--- config.mk ---
export PLATFORM = sky130hd
export DESIGN_NAME = irq_gen
export DESIGN_NICKNAME = d
export VERILOG_FILES = /design/src/rtl/irq_gen.sv
export SDC_FILE = /design/constraint.sdc
export NUM_CORES = 1
export LEC_CHECK = 0
export CAP_MARGIN = 25
export CORE_MARGIN = 5
export CORE_UTILIZATION = 53
export CTS_BUF_LIST = sky130_fd_sc_hd__clkbuf_8 sky130_fd_sc_hd__clkbuf_16
export CTS_CLUSTER_SIZE = 40
export DETAILED_ROUTE_END_ITERATION = 16
export PLACE_DENSITY = 0.8
export SYNTH_ARGS = -nofsm -noshare
export SYNTH_HDL_FRONTEND = slang
export SYNTH_SLANG_ARGS = --single-unit
export TNS_END_PERCENT = 50
--- constraint.sdc ---
create_clock -name clk -period 2.2 [get_ports clk]
set_input_delay 0.33 -clock clk [delete_from_list [all_inputs] [get_ports clk]]
set_output_delay 0.33 -clock clk [all_outputs]
set_load 0.005 [all_outputs]
--- src/rtl/irq_gen.sv ---
// -----------------------------------------------------------------------------
// irq_gen
//
// Interrupt generator between the interrupt-collapsing stage and the PCIe
// endpoint's legacy/MSI request interface. A single-cycle data_rdy notification
// is latched as one pending interrupt. The interrupt is requested only while the
// driver has armed the generator and the host has enabled MSI. Once the endpoint
// accepts the request, the upstream stage is acknowledged and a hold-off timer
// enforces a minimum gap before the next request.
//
// Parameters:
//   HOLDOFF_CYCLES  idle cycles enforced after each delivered interrupt
//   TIMER_W         hold-off counter width (HOLDOFF_CYCLES < 2**TIMER_W)
//
// Ports:
//   clk                      core clock, rising edge
//   rst                      synchronous active-high reset
//   data_rdy                 one-cycle notification from the collapsing stage
//   data_rdy_ack             one-cycle pulse: pending interrupt delivered
//   irq_en                   one-cycle pulse: arm the generator
//   irq_dis                  one-cycle pulse: disarm the generator
//   cfg_interrupt_msienable  endpoint config: MSI enabled by host
//   cfg_interrupt_n          active-low interrupt request to the endpoint
//   cfg_interrupt_rdy_n      active-low endpoint accept
//   irq_pending              status: interrupt latched, not yet delivered
//   irq_armed                status: arm flag
//   irq_count                delivered-interrupt count, wraps to 0
// -----------------------------------------------------------------------------
module irq_gen #(
    parameter int HOLDOFF_CYCLES = 1024,
    parameter int TIMER_W        = 16
) (
    input  logic        clk,
    input  logic        rst,
    input  logic        data_rdy,
    output logic        data_rdy_ack,
    input  logic        irq_en,
    input  logic        irq_dis,
    input  logic        cfg_interrupt_msienable,
    output logic        cfg_interrupt_n,
    input  logic        cfg_interrupt_rdy_n,
    output logic        irq_pending,
    output logic        irq_armed,
    output logic [31:0] irq_count
);

    typedef enum logic [1:0] {
        S_IDLE    = 2'd0,
        S_REQ     = 2'd1,
        S_HOLDOFF = 2'd2
    } state_t;

    localparam logic [TIMER_W-1:0] HOLDOFF_LOAD = TIMER_W'(HOLDOFF_CYCLES);

    state_t              state_q, state_d;
    logic                cfg_int_n_q, cfg_int_n_d;
    logic                ack_q, ack_d;
    logic                pending_q, pending_d;
    logic                armed_q, armed_d;
    logic [31:0]         count_q, count_d;
    logic [TIMER_W-1:0]  timer_q, timer_d;
    logic                handshake;

    always_comb begin
        state_d     = state_q;
        cfg_int_n_d = cfg_int_n_q;
        ack_d       = 1'b0;
        count_d     = count_q;
        timer_d     = timer_q;

        // The endpoint's accept only matters while a request is outstanding.
        handshake = (state_q == S_REQ) && !cfg_interrupt_rdy_n;

        // irq_dis beats irq_en; a fresh irq_en beats the handshake's auto-disarm
        // so that it arms the following interrupt.
        if (irq_dis) begin
            armed_d = 1'b0;
        end else if (irq_en) begin
            armed_d = 1'b1;
        end else if (handshake) begin
            armed_d = 1'b0;
        end else begin
            armed_d = armed_q;
        end

        // A notification arriving with the handshake starts a new pending interrupt.
        if (data_rdy) begin
            pending_d = 1'b1;
        end else if (handshake) begin
            pending_d = 1'b0;
        end else begin
            pending_d = pending_q;
        end

        case (state_q)
            S_IDLE: begin
                cfg_int_n_d = 1'b1;
                if (pending_q && armed_q && cfg_interrupt_msienable) begin
                    state_d     = S_REQ;
                    cfg_int_n_d = 1'b0;
                end
            end
            S_REQ: begin
                // Once raised, the request is held until accepted regardless of
                // irq_dis or MSI enable; the endpoint cannot take a withdrawal.
                if (handshake) begin
                    state_d     = S_HOLDOFF;
                    cfg_int_n_d = 1'b1;
                    ack_d       = 1'b1;
                    count_d     = count_q + 32'd1;
                    timer_d     = HOLDOFF_LOAD;
                end else begin
                    cfg_int_n_d = 1'b0;
                end
            end
            S_HOLDOFF: begin
                cfg_int_n_d = 1'b1;
                if (timer_q == '0) begin
                    state_d = S_IDLE;
                end else begin
                    timer_d = timer_q - TIMER_W'(1);
                end
            end
            default: begin
                state_d     = S_IDLE;
                cfg_int_n_d = 1'b1;
            end
        endcase
    end

    always_ff @(posedge clk) begin
        if (rst) begin
            state_q     <= S_IDLE;
            cfg_int_n_q <= 1'b1;
            ack_q       <= 1'b0;
            pending_q   <= 1'b0;
            armed_q     <= 1'b0;
            count_q     <= '0;
            timer_q     <= '0;
        end else begin
            state_q     <= state_d;
            cfg_int_n_q <= cfg_int_n_d;
            ack_q       <= ack_d;
            pending_q   <= pending_d;
            armed_q     <= armed_d;
            count_q     <= count_d;
            timer_q     <= timer_d;
        end
    end

    assign cfg_interrupt_n = cfg_int_n_q;
    assign data_rdy_ack    = ack_q;
    assign irq_pending     = pending_q;
    assign irq_armed       = armed_q;
    assign irq_count       = count_q;

endmodule

==> impl_results.md <==
* Largest area contributor in the netlist: dfxtp_1
* Row count at 25
* I/O pin total at 43
* Final period util at 0.982
* Largest net degree at the start of global routing at 29
* Hold buffer count at CTS at 0
* Drt first pass iters at 4
* TritonCTS Buffers at 5
* Placed cell areas at 0.00314 mm²
* CP endpoint kind: flip-flop
* Minimum clock period at 2.16 ns
* Leak at between 1 and 1.5 nW
* Pins Over Slew Limit at 0
* Final setup vio count at 0
* Core area at 0.00469 mm²
* Root buf cell: clkbuf_8
* Max-Cap Viols at 0
* Antenna violations before repair at 0
* Wire length per cell at 15.0 µm
* Max-slew headroom at 0.728
* Crit Path Class: in -> reg
* Antenna-violating nets left at 0
* Worst Tran Pin Value at 0.404 ns
* Post-route cell area at 0.00325 mm²
* Worst Path Max Fanout at 7
* DR vias at between 2000 and 2500
* Routed WL at 6110 µm
* Vias in the first global route at 2286
* H-tree depth at 2
* Final Skew at 0.00732 ns
* Layout cells sized above 1 at 0.102
* Clock Latency Late Sink at 0.30 ns
* Synth unique cells at 43
* Grt ovf at 0
* Syn Nets at 305
* Synth Area per Inst at 8.61 µm²
* Initial Util at 0.543
* Seq/Total Area, Yosys at 0.424
* Worst EP required at 2.44 ns
* Port Buffers at 42
* # diodes at 0
* Status: finished, final reports clean
* Critical path launch point type: input pin
* Clock buffer depth at 2
* Top_reg_cell synth: dfxtp_1
* Top-count cell post-synth: dfxtp_1
* Clock slew at reported path FFs at ~0.090 ns
* Number of synthesized flops with an enable pin at 0
* Peak supply drop at 0.441 mV
* Share of Yosys cell area claimed by the top area cell type at 0.424
* Fmax at 463 MHz
* Die Width at between 70 and 80 µm
* Synth top cells by count: dfxtp_1 (54), a21oi_1 (33), nand2_1 (22)
* Die ar. at 0.00630 mm²
* Flops & latches, synth at 54
* Remaining DRCs at 0
* RSZ-0062 raised after global routing: no
* Die H at ~80 µm
* Final nets at 362
* Final HPWL from detailed placement at 4370 µm
* Global-route wire length before repair at 10400 µm
* 1st-iter DRT viols at 143
* CP arrival at 2.40 ns
* HP Class: reg -> reg
* Sink Count at 54
* Routability cong. at between 0.7 and 0.8
* Ranking of synthesized cells by area: dfxtp_1 (42%), a21oi_1 (6.5%), or4_1 (6.2%), o31ai_1 (5.3%), or3_1 (4.4%)
* Area grow syn2layout at 27.4%
* DR vias/cell at 6.05
* CTS tree: yes
* GRT Overall Usage at 0.205
* Cells after synthesis at 296
* Fin. Hold Viols at 0
* Dpl cells at 399
* PD cells at 492 mW/mm²
* Ys async rst share at 0
* Synth Cell Area at 0.00255 mm²
* Yosys Warn Count at 0
* Finished Layout Cells at 408
-- per-stage QoR --
stage	hold WS, ns	TNS, ns	power [mW]	worst slack, ns	utilization
4_1_cts	0.489	0	1.60	0.0369	0.688
5_1_grt	0.524	0	1.66	0.00924	0.692
6_report	0.487	0	1.60	0.0388	0.692
2_1_floorplan	0.407	0	1.03	0.203	-
3_3_place_gp	0.464	-0.881	1.06	-0.219	0.668
3_5_place_dp	0.474	-1.53	1.06	-0.267	0.668
-- critical path, stage by stage --
cell and delay, ns:
clkdlybuf4s50_1 0.43, or3b_1 0.40, or4b_1 0.65, or4_1 0.43, a21oi_1 0.15
-- cell families after synthesis --
family | share of synthesized area
buffers and inverters | 0.0383
and+or+nand+nor | 0.311
AOI/OAI and AO/OA | 0.167
adders and majority gates | 0.00981
xor gates and xnor gates | 0.0343
muxes | 0.0157
DFF | 0.424
-- layout by cell type (no fill, tap or decap), types with 4 or more instances in the layout --
cell type,n
a21oi_1,33
and4_1,5
buf_4,22
clkbuf_8,6
clkdlybuf4s50_1,42
dfxtp_1,54
inv_1,9
mux2i_1,4
nand2_1,22
nand3_1,8
nand4_1,10
nor2_1,18
nor3_1,4
nor4_1,6
o21ai_1,8
o31ai_1,18
or3_1,18
or4_1,20
xor2_1,7
-- sequential cells by signal, summed over array words and instances, names as in the netlist --
signal	flops
irq_armed	1
state_q	2
irq_count	32
cfg_interrupt_n	1
irq_pending	1
timer_q	16
data_rdy_ack	1
-- path summary, 6_finish.rpt --
check             cells after the start             to  slack, ns           startpoint
setup / recovery                      5  irq_count[17]       0.04  cfg_interrupt_rdy_n
hold / removal                        2  irq_count[31]       0.49        irq_count[31]
hold reg to reg                       2  irq_count[31]       0.49        irq_count[31]
setup reg to reg                      4  irq_count[17]       0.10           state_q[0]
-- report_power, final --
group | leakage, nW | switching (mW) | internal [mW]
logic | 0.599 | 0.0276 | 0.0253
clock network | 0.0524 | 0.312 | 0.250
registers | 0.435 | 0.00245 | 0.980
-- repair_timing --
item,4_1_cts,5_1_grt
setup buffers,0,1
gates resized for setup,0,3
setup endpoints to repair,0,11
-- final cells by class --
type | instances | area (µm²)
fillers | 398 | 1440
inverters | 8 | 30.0
multi-input cells | 219 | 1380
well taps | 54 | 67.6
clock buffers | 6 | 82.6
clock inverters | 2 | 8.76
repair buffers | 65 | 597
flip-flops and latches | 54 | 1080
-- metal layers --
layer,GRT usage,part of all wire,up-vias
met3,0.0374,0.038,6
met1,0.255,0.46,1166
li1,-,-,1240
met5,0,0,-
met2,0.363,0.49,57
met4,0.0515,0.0097,0
Power figures use the tool's default switching activity.
